`config.mk`:
```
export PLATFORM = sky130hd
export DESIGN_NAME = axi_rd_4k_splitter
export DESIGN_NICKNAME = d
export VERILOG_FILES = /design/src/rtl/axi_rd_4k_splitter.sv
export SDC_FILE = /design/constraint.sdc
export NUM_CORES = 1
export LEC_CHECK = 0
export ABC_AREA = 1
export BUFFER_PORTS_ARGS = -buffer_cell sky130_fd_sc_hd__buf_2
export CORE_ASPECT_RATIO = 1.25
export CORE_MARGIN = 1.5
export CORE_UTILIZATION = 35
export DETAILED_ROUTE_END_ITERATION = 16
export PLACE_DENSITY = 0.68
export SLEW_MARGIN = 20
export SYNTH_ARGS = -nofsm -noshare
export SYNTH_HDL_FRONTEND = slang
export SYNTH_SLANG_ARGS = --single-unit
```
`constraint.sdc`:
```
create_clock -name M_AXI_ACLK -period 6.57 [get_ports M_AXI_ACLK]
set_input_delay 1.314 -clock M_AXI_ACLK [delete_from_list [all_inputs] [get_ports M_AXI_ACLK]]
set_output_delay 1.314 -clock M_AXI_ACLK [all_outputs]
set_load 0.1 [all_outputs]
```
`src/rtl/axi_rd_4k_splitter.sv`:
```
// AXI4 read master that turns one long read command into INCR bursts which never
// cross a 4 KB page, streaming the returned beats straight out with one burst in flight.
module axi_rd_4k_splitter #(
  parameter int C_M_AXI_ADDR_WIDTH = 32,
  parameter int C_M_AXI_DATA_WIDTH = 128,
  parameter int MAX_BEATS          = 256
) (
  input  logic                          M_AXI_ACLK,
  input  logic                          M_AXI_ARESETN,
  input  logic                          cmd_valid,
  output logic                          cmd_ready,
  input  logic [C_M_AXI_ADDR_WIDTH-1:0] cmd_addr,
  input  logic [19:0]                   cmd_beats,
  output logic [0:0]                    M_AXI_ARID,
  output logic [C_M_AXI_ADDR_WIDTH-1:0] M_AXI_ARADDR,
  output logic [7:0]                    M_AXI_ARLEN,
  output logic [2:0]                    M_AXI_ARSIZE,
  output logic [1:0]                    M_AXI_ARBURST,
  output logic                          M_AXI_ARLOCK,
  output logic [3:0]                    M_AXI_ARCACHE,
  output logic [2:0]                    M_AXI_ARPROT,
  output logic [3:0]                    M_AXI_ARQOS,
  output logic [0:0]                    M_AXI_ARUSER,
  output logic                          M_AXI_ARVALID,
  input  logic                          M_AXI_ARREADY,
  input  logic                          M_AXI_RVALID,
  output logic                          M_AXI_RREADY,
  input  logic [C_M_AXI_DATA_WIDTH-1:0] M_AXI_RDATA,
  input  logic [1:0]                    M_AXI_RRESP,
  input  logic                          M_AXI_RLAST,
  output logic                          out_valid,
  input  logic                          out_ready,
  output logic [C_M_AXI_DATA_WIDTH-1:0] out_data,
  output logic                          out_last,
  output logic                          done,
  output logic                          err
);

  typedef enum logic [2:0] {IDLE, CALC, AR, RD, DONE} state_t;

  localparam logic [8:0] MAX_LEN = 9'(MAX_BEATS);

  state_t                          state, state_next;
  logic                            started;
  logic [C_M_AXI_ADDR_WIDTH-1:0]   addr;
  logic [C_M_AXI_ADDR_WIDTH-1:0]   araddr;
  logic [19:0]                     remaining;
  logic [8:0]                      len_beats;
  logic [8:0]                      len_calc;
  logic [8:0]                      page_room;
  logic [7:0]                      arlen;
  logic                            err_q;

  assign M_AXI_ARID    = '0;
  assign M_AXI_ARSIZE  = 3'b100;
  assign M_AXI_ARBURST = 2'b01;
  assign M_AXI_ARLOCK  = 1'b0;
  assign M_AXI_ARCACHE = 4'b0011;
  assign M_AXI_ARPROT  = '0;
  assign M_AXI_ARQOS   = '0;
  assign M_AXI_ARUSER  = '0;
  assign M_AXI_ARADDR  = araddr;
  assign M_AXI_ARLEN   = arlen;
  assign out_data      = M_AXI_RDATA;
  assign err           = err_q;

  // Beats left in the page: 256 - addr[11:4], kept 9 bits wide so a page-aligned
  // address yields a full 256 rather than wrapping to 0.
  always_comb begin
    page_room = 9'd256 - {1'b0, addr[11:4]};
    len_calc  = page_room;
    if (MAX_LEN < len_calc) len_calc = MAX_LEN;
    if (remaining < {11'd0, len_calc}) len_calc = remaining[8:0];
  end

  always_ff @(posedge M_AXI_ACLK or negedge M_AXI_ARESETN) begin
    if (!M_AXI_ARESETN) state <= IDLE;
    else                state <= state_next;
  end

  always_comb begin
    state_next    = state;
    cmd_ready     = 1'b0;
    M_AXI_ARVALID = 1'b0;
    M_AXI_RREADY  = 1'b0;
    out_valid     = 1'b0;
    out_last      = 1'b0;
    done          = 1'b0;
    case (state)
      IDLE: begin
        cmd_ready = started;
        if (cmd_valid && started) state_next = CALC;
      end
      CALC: state_next = AR;
      AR: begin
        M_AXI_ARVALID = 1'b1;
        if (M_AXI_ARREADY) state_next = RD;
      end
      RD: begin
        out_valid    = M_AXI_RVALID;
        M_AXI_RREADY = out_ready;
        out_last     = M_AXI_RLAST && (remaining == '0);
        if (M_AXI_RVALID && out_ready && M_AXI_RLAST)
          state_next = (remaining == '0) ? DONE : CALC;
      end
      DONE: begin
        done       = 1'b1;
        state_next = IDLE;
      end
      default: state_next = IDLE;
    endcase
  end

  // started holds cmd_ready low until the first clock after reset release.
  always_ff @(posedge M_AXI_ACLK or negedge M_AXI_ARESETN) begin
    if (!M_AXI_ARESETN) begin
      started   <= 1'b0;
      addr      <= '0;
      araddr    <= '0;
      remaining <= '0;
      len_beats <= '0;
      arlen     <= '0;
      err_q     <= 1'b0;
    end else begin
      started <= 1'b1;
      case (state)
        IDLE: begin
          if (cmd_valid && started) begin
            addr      <= cmd_addr;
            remaining <= cmd_beats;
            err_q     <= 1'b0;
          end
        end
        CALC: begin
          len_beats <= len_calc;
          araddr    <= addr;
          arlen     <= 8'(len_calc - 9'd1);
        end
        AR: begin
          if (M_AXI_ARREADY) begin
            addr      <= addr + (C_M_AXI_ADDR_WIDTH'(len_beats) << 4);
            remaining <= remaining - 20'(len_beats);
          end
        end
        RD: begin
          if (M_AXI_RVALID && out_ready && (M_AXI_RRESP != 2'b00)) err_q <= 1'b1;
        end
        default: ;
      endcase
    end
  end

endmodule

```
==> flow_summary.ini, run 1 <==
[yosys]
synth_area_mm2 = 0.007615
synth_commonest_cells = nand2_1, buf_4, dfrtp_1
synth_top_cells_by_area = dfrtp_1, buf_4, nand2_1
synth_cell_types = 49
yosysMostFrequentCell = nand2_1
async_flop_share_pct = 100.0
avgSynthCellArea_um2 = 7.676
ys_ff_latch = 106
syn-instance-count = 992
yosysSeqAreaShare_pct = 34.83
synth_top_area_share_pct = 34.83
synthFlopType = dfrtp_1
synth_edf_count = 0
yosys_warnings = 0
synth_top_area_cell = dfrtp_1

[setup_path]
slowest_delay_ns = 0.45
critPathArrivalTime_ns = 2.27
path_class = reg -> out
r2r_setup_slack_ns = 3.39
crit_required_ns = 5.26
endpoint_kind = output pin
cp_max_fo = 5
slowest_stage = dfrtp_1
worst-path-buf-inv = 2
critPathTopFamily = simple AND/OR/NAND/NOR gates
critPathLaunchType = flip-flop
timing.critical_path.from = remaining[10]
crit_chain = nor2_4 > inv_1 > nor4_1 > nand4_1 > nor2_1 > buf_2
r2r_start = addr[5]

[floorplan]
start_util_pct = 35.47
die_y_um = 167.9
core_area_mm2 = 0.02147
io_pins = 383
die_area_mm2 = 0.02266
fp.dieW_um = 134.9
num_rows = 60

[power_and_ir_drop]
leakage_nw = 3.737
ir_drop_mv = 0.3076
power_switching_w = 0.002902
internal_power_w = 0.002062
pwr-share-clk_pct = 11.0
seqPwrFrac_pct = 24.7
comb_power_share_pct = 64.2
p_per_area_mw_per_mm2 = 646.2
switching_share_pct = 58.46
power_w = 0.004964

[routing]
via_count = 6171
drc = 0
routedWlPerCell_um = 16.89
ant_nets = 0
first_iter_violations = 412
wl_um = 20990
first_pass_iters = 5
viasPerCell = 4.965

[grt]
gr-total-overflow = 0
grt_start_max_net_pins = 79
grt_pass1_vias = 5976
grt.total_usage_pct = 18.69
grt_pass1_wl_um = 32690
antenna_found_initial = 2

[layout]
area_growth_pct = 0.8709
nets = 1176
final_layout_size_suffix_gt1_share_pct = 18.92
final_cells = 1243

[clocking]
cts.sinks = 106
cts_root_buf = clkbuf_16
clk_latency_ns = 0.37
clkTransAtPathRegs_ns = 0.07
holdBufCountCts = 0
h-tree-depth = 3
post-cts-setup-buffer-count = 0
max-clock-path-buffers = 2
cts-buffers-inserted = 9
postCtsResizedCells = 0
cts_tree = built

[sta]
worst_clock_skew_ns = 0.01846
slew_violations = 0
relSlewSlack_pct = 46.72
rsz0062_at_grt = false
hold_viol_final = 0
min_period_ns = 3.584
max_slew.worst_pin.slew_ns = 0.7992
setup_viol = 0
fmax_ghz = 0.2790
tns_ns = 0
fin_crit_sh_pct = 54.55

[status]
status = finished clean

[placement]
port_buffers = 107
place.gp.congestion = 0.9058
post-dp-hpwl_um = 15860
dp_cells = 1225

[min_path]
hold_path_class = reg -> reg
hp-start = M_AXI_ARADDR[1]

[run]
max_cap_violations = 0
[routing by layer]
metal / global-route usage, % / vias up / share of wire [%]
li1: - / 3007 / -
met1: 21.12 / 2858 / 38
met2: 30.14 / 205 / 47
met3: 4.848 / 101 / 8.2
met4: 14.07 / 0 / 6.3
met5: 0 / - / 0
[kinds of logic after synthesis]
logic type | share of synthesized area, %
other | 0.09862
AO/OA/AOI/OAI | 14.99
flip-flops | 34.83
AND/OR/NAND/NOR | 20.74
buffers and inverters | 21.11
adder cells (fa/ha/maj) | 5.127
XOR/XNOR | 3.105
[per-stage QoR]
stage | util, % | hold slack (ns) | area (um^2) | setup WS, ns
global route | 35.78 | 0.4896 | 7681 | 2.819
floorplan | - | 0.4422 | 7682 | 2.654
CTS | 35.75 | 0.4744 | 7676 | 2.956
detailed placement | 34.43 | 0.4565 | 7392 | 3.159
global placement | 34.43 | 0.4515 | 7392 | 3.226
finish | 35.78 | 0.4685 | 7681 | 2.986
[layout make-up]
| type | instances | area, um^2 |
|---|---|---|
| fillers | 2305 | 13790 |
| multi-input cells | 628 | 3435 |
| flip-flops and latches | 106 | 2653 |
| repair buffers | 113 | 583.1 |
| inverters | 99 | 372.9 |
| well taps | 279 | 349.1 |
| clock buffers | 10 | 229.0 |
| clock inverters | 6 | 55.05 |
| diodes | 2 | 5.005 |
[tightest hold or removal path: stages (launching register included)]
cell and delay [ns]:
dfrtp_1 0.34, nand2_1 0.05, nand2_1 0.05
[registers in the layout, indices dropped and copies added, names as in the netlist]
name / count
M_AXI_ARADDR: 32
M_AXI_ARLEN: 8
len_beats: 9
err: 1
started: 1
state: 3
remaining: 20
addr: 32
[worst paths after layout]
| kind | depth (start not counted) | endpoint |
|---|---|---|
| setup / recovery | 6 | out_last |
| hold / removal | 2 | M_AXI_ARADDR[1] |
| setup reg to reg | 19 | M_AXI_ARLEN[4] |
| hold reg to reg | 2 | M_AXI_ARADDR[1] |
| max in group asynchronous | 2 | started |
| min in group asynchronous | 1 | M_AXI_ARADDR[21] |
[layout by cell type, fill, tap and decap left out, drive strengths merged, types with 10 or more instances in the layout]
master and n:
inv 102, a21oi 33, xor2 22, buf 113
ha 28, nor2 88, nand3 33, dfrtp 106
conb 20, clkbuf 10, o211ai 17, o22ai 21
o21ai 114, nor3 10, nand2 194
[power groups by stage]
stage	clock network (W)	logic, W	registers, W
detailed placement	0	0.00319	0.00124
global route	0.000588	0.00351	0.00127
finish	0.000548	0.00319	0.00123
floorplan	0	0.00216	0.00198
CTS	0.000562	0.00321	0.00123
global placement	0	0.00314	0.00123
Note: power is estimated with default switching activity, not from simulation.
==> run 2, diff against run 1 <==
ABC_AREA = 0   (was 1)
clock period = 3.51 ns   (was 6.57 ns; I/O delays follow)
==> flow_summary.ini, run 2 <==
[placement]
place.gp.congestion = 0.8623
placed_area_mm2 = 0.007672
port_buffers = 107
post-dp-hpwl_um = 17580

[layout]
diodes = 0
final_cell_mix = nand2_1, dfrtp_1, buf_2
final_layout_size_suffix_gt1_share_pct = 22.73
fill_cells = 2192
fin_area_mm2 = 0.008089
layout_commonest_cell = nand2_1
final_util_pct = 37.54
area_growth_pct = 5.327
nets = 1129

[power_and_ir_drop]
switching_share_pct = 56.16
p_per_area_mw_per_mm2 = 1150
leakage_nw = 3.807
comb_power_share_pct = 63.6
seqPwrFrac_pct = 25.0
power_w = 0.009300
pwr-share-clk_pct = 11.4
internal_power_w = 0.004077
power_switching_w = 0.005223
ir_drop_mv = 0.7294

[routing]
first_iter_violations = 372
routedWlPerCell_um = 19.45
drc = 0
viasPerCell = 5.364
first_pass_iters = 5
ant_nets = 0
wl_um = 23230
via_count = 6405

[setup_path]
r2r_start = addr[4]
timing.critical_path.from = addr[4]
endpoint_kind = flip-flop
crit_required_ns = 3.74
crit_chain = inv_2 > ha_4 > nor4b_2 > and2_2 > inv_4 > and2_4 > inv_2 > ha_4 > a211o_4 > o41ai_4 > nand2_4 > buf_4 > a31oi_4 > ha_4 > nand2_2 > nor3_2 > mux2i_1 > xnor2_1 > o21ai_1
slowest_stage = dfrtp_1
cp_max_fo = 5
cpMostUsedCell = ha_4
critPathLaunchType = flip-flop
slowest_delay_ns = 0.43
critPathArrivalTime_ns = 3.63
path_class = reg -> reg

[sta]
max_slew.worst_pin.slew_ns = 1.056
worst_clock_skew_ns = 0.01179
setup_viol = 0
relSlewSlack_pct = 29.32
min_period_ns = 3.397
fmax_ghz = 0.2944
rsz0062_at_grt = true
fin_crit_sh_pct = 96.78
hold_viol_final = 0
slew_violations = 0

[floorplan]
io_pins = 383
num_rows = 60
fp.dieW_um = 135.5
die_area_mm2 = 0.02285
start_util_pct = 35.64
die_y_um = 168.6
core_area_mm2 = 0.02155

[yosys]
synth_top_area_share_pct = 34.54
avgSynthCellArea_um2 = 8.258
synth_edf_count = 0
synth_commonest_cells = nand2_1, buf_4, dfrtp_1
synth_top_area_cell = dfrtp_1
synth_top_cells_by_area = dfrtp_1, buf_4, nand2_1
ys_ff_latch = 106
synthFlopType = dfrtp_1
synth_area_mm2 = 0.007680
syn-instance-count = 930
yosysMostFrequentCell = nand2_1
async_flop_share_pct = 100.0
synth_cell_types = 76
yosysSeqAreaShare_pct = 34.54
yosys_warnings = 0

[min_path]
hold_path_class = in -> async

[grt]
grt_pass1_wl_um = 35730
gr-total-overflow = 0
grt.total_usage_pct = 20.52
grt_pass1_vias = 6191
grt_start_max_net_pins = 64
antenna_found_initial = 0

[clocking]
cts_tree = built
h-tree-depth = 3
clk_latency_ns = 0.37
clkTransAtPathRegs_ns = 0.08
cts.sinks = 106
cts_root_buf = clkbuf_16
holdBufCountCts = 0
cts-buffers-inserted = 9
max-clock-path-buffers = 2

[run]
max_cap_violations = 0

[status]
status = finished clean
run 2: cell families (layout without fill, tap and decap cells):
logic type | count (synthesis) | after routing | share of synthesized area, %
other cells | 2 | 20 | 0.09779
flops | 106 | 106 | 34.54
buf+inv | 218 | 185 | 18.28
compound gates | 193 | 193 | 16.44
simple gates | 348 | 348 | 21.54
fa+ha+maj | 30 | 30 | 5.083
mux | 12 | 12 | 1.629
xor+xnor | 21 | 21 | 2.395
run 2: layout make-up:
class                   instances  area (um^2)  area share [%]
multi-input cells             624         3852           47.63
flip-flops and latches        106         2654           32.81
repair buffers                142        830.8           10.27
well taps                     279        349.1           4.316
clock buffers                   9        225.2           2.784
inverters                      27        103.9           1.284
clock inverters                 7        73.82          0.9126
run 2: path summary, 6_finish.rpt:
kind | slack (ns) | depth (start not counted) | endpoint
min | 0.35 | 1 | M_AXI_ARLEN[5]
max | 0.11 | 19 | M_AXI_ARLEN[6]
min reg2reg | 0.47 | 2 | M_AXI_ARADDR[10]
max reg2reg | 0.11 | 19 | M_AXI_ARLEN[6]
max in group asynchronous | 2.40 | 2 | M_AXI_ARADDR[3]
min in group M_AXI_ACLK | 0.47 | 2 | M_AXI_ARADDR[10]
run 2: power groups by stage:
stage | logic [W] | clock network, W | registers, W
final | 0.00592 | 0.00106 | 0.00233
after floorplan | 0.00370 | 0 | 0.00378
after CTS | 0.00582 | 0.00108 | 0.00231
after global routing | 0.00641 | 0.00113 | 0.00241
after detailed placement | 0.00578 | 0 | 0.00233
after global placement | 0.00569 | 0 | 0.00232
run 2: timing repair:
action | 4_1_cts | 5_1_grt
pin swaps | 1 | 5
resized for setup | 4 | 11
endpoints found under the setup margin | 3 | 4
hold endpoints to repair | 0 | 0
setup buffers | 1 | 5
run 2: worst max-delay path: cells and delay by family, from the launching register on:
kind,cells,cell delay [ns]
buffers and inverters,4,0.36
DFF,1,0.43
AOI/OAI and AO/OA,4,0.86
and+or+nand+nor,6,0.83
muxes,1,0.10
adders and majority gates,3,0.56
xor gates and xnor gates,1,0.15
run 2: metrics by stage:
stage | TNS, ns | std cells | hold slack, ns | setup WS (ns)
3_3_place_gp | 0 | 1172 | 0.4526 | 0.1167
2_1_floorplan | -0.1607 | 948 | 0.4064 | -0.1045
6_report | 0 | 1194 | 0.3471 | 0.1132
4_1_cts | 0 | 1189 | 0.3682 | 0.01139
5_1_grt | -0.08988 | 1194 | 0.3891 | -0.08395
3_5_place_dp | -0.01573 | 1172 | 0.4573 | -0.01573
run 2: layer usage:
layer | vias up | global-route usage (%) | wire [um]
met3 | 81 | 7.068 | 2040
met1 | 3056 | 24.06 | 9099
li1 | 3008 | - | -
met4 | 0 | 9.864 | 1065
met5 | - | 0 | 0
met2 | 260 | 33.43 | 11020
==> run 3, diff against run 2 <==
PLACE_DENSITY = 0.7   (was 0.68)
clock period = 2.8 ns   (was 3.51 ns; I/O delays follow)
==> flow_summary.ini, run 3 (same netlist as run 2, synthesis figures left out) <==
[status]
status = finished, violations left
violations = setup timing

[power_and_ir_drop]
switching_share_pct = 54.70
p_per_area_mw_per_mm2 = 1422
power_switching_w = 0.006777
pwr-share-clk_pct = 10.9
internal_power_w = 0.005612
seqPwrFrac_pct = 22.7
leakage_nw = 4.149
comb_power_share_pct = 66.3
ir_drop_mv = 0.6979
power_w = 0.01239

[layout]
seq_area_mm2 = 0.002653
nets = 1192
area_growth_pct = 13.47
diodes = 0
fill_cells = 2148
multiInputGateArea_mm2 = 0.003955
final_layout_size_suffix_gt1_share_pct = 28.94
layout_commonest_cell = nand2_1
final_cell_mix = nand2_1, dfrtp_1, buf_2
fin_area_mm2 = 0.008715
final_cells = 1257

[clocking]
cts_tree = built
h-tree-depth = 3
max-clock-path-buffers = 2
cts_root_buf = clkbuf_16
clkTransAtPathRegs_ns = 0.08
cts-buffers-inserted = 9
clk_latency_ns = 0.37
cts.sinks = 106

[sta]
hold_viol_final = 0
relSlewSlack_pct = 52.89
min_period_ns = 3.328
fin_ws_ns = -0.5276
fin_crit_sh_pct = 118.8
max_slew.worst_pin.slew_ns = 0.7049
worst_clock_skew_ns = 0.01731
rsz0062_at_grt = true
fmax_ghz = 0.3005
setup_viol = 17
whs_ns = 0.2027
slew_violations = 0

[routing]
viasPerCell = 5.249
first_iter_violations = 523
ant_nets = 0
wl_um = 23840
via_count = 6598
first_pass_iters = 5
drc = 0
routedWlPerCell_um = 18.96

[setup_path]
path_class = reg -> reg
critPathArrivalTime_ns = 3.56
cp_max_fo = 6
slowest_stage = dfrtp_1
slowest_delay_ns = 0.41
endpoint_kind = flip-flop
crit_chain = inv_2 > ha_4 > buf_6 > and3b_1 > xor2_2 > ha_1 > nand4b_1 > a211oi_2 > buf_4 > o41ai_4 > nand2_4 > mux2i_4 > ha_4 > nand2_4 > nor3_2 > mux2i_1 > xnor2_1 > o21ai_1
crit_required_ns = 3.03
critPathLaunchType = flip-flop

[grt]
grt_start_max_net_pins = 54
grt_pass1_vias = 6420
gr-total-overflow = 0
antenna_found_initial = 0
grt_pass1_wl_um = 36160
grt.total_usage_pct = 20.80

[floorplan]
num_rows = 60
start_util_pct = 35.64
die_area_mm2 = 0.02285
die_y_um = 168.6
io_pins = 383
fp.dieW_um = 135.5
core_area_mm2 = 0.02155

[placement]
port_buffers = 107
placed_area_mm2 = 0.008105
preCtsSetupSlack_ns = -0.7315
place.gp.congestion = 0.8749
post-dp-hpwl_um = 17920
dp_cells = 1224

[min_path]
hold_path_class = in -> async

[run]
max_cap_violations = 0
-- run 3: critical path: cells and delay by family (launching register included) --
kind,cells,cell delay [ns]
flops,1,0.41
mux,2,0.39
fa+ha+maj,3,0.68
simple gates,5,0.69
xor+xnor,2,0.31
compound gates,3,0.38
buf+inv,3,0.35
-- run 3: per-layer routing --
metal  vias up  track usage, %  part of all wire [%]
met5         -               0                     0
met4         0           9.958                   4.1
met3        75           6.768                   8.9
met2       266           35.29                    49
met1      3129           23.45                    38
li1       3128               -                     -
-- run 3: timing repair --
action / CTS / global route
setup buffers: 10 / 8
setup endpoints to repair: 18 / 24
pin swaps: 10 / 11
gates resized for setup: 22 / 18
endpoints found under the hold margin: 0 / 0
hold buffers: 0 / 0
-- run 3: path summary, 6_finish.rpt --
| kind | from | cells after the start | to | slack [ns] |
|---|---|---|---|---|
| hold reg to reg | M_AXI_ARADDR[9] | 2 | M_AXI_ARADDR[9] | 0.47 |
| setup reg to reg | addr[4] | 18 | M_AXI_ARLEN[6] | -0.53 |
| min in group M_AXI_ACLK | cmd_addr[1] | 3 | addr[1] | 0.38 |
| setup / recovery | addr[4] | 18 | M_AXI_ARLEN[6] | -0.53 |
| max in group asynchronous | M_AXI_ARESETN | 2 | M_AXI_ARADDR[12] | 1.89 |
| hold / removal | M_AXI_ARESETN | 1 | remaining[1] | 0.20 |
-- run 3: stage by stage --
stage	utilization [%]	TNS (ns)
floorplan	-	-5.405
global placement	37.62	-3.495
detailed placement	37.62	-4.717
CTS	39.86	-3.501
global route	40.45	-7.282
finish	40.45	-4.523
-- run 3: power groups by stage --
stage	sequential, W	combinational [W]	clock [W]
3_3_place_gp	0.00282	0.00773	0
3_5_place_dp	0.00283	0.00785	0
4_1_cts	0.00281	0.00805	0.00138
5_1_grt	0.00291	0.00888	0.00145
2_1_floorplan	0.00474	0.00467	0
6_report	0.00282	0.00822	0.00135
-- run 3: cell type report --
type	instances	area share, %
clock inverter	7	1.048
timing repair buffer	205	15.32
tap	279	4.006
sequential	106	30.44
multi-input combinational	624	45.38
inverter	27	1.220
clock buffer	9	2.584
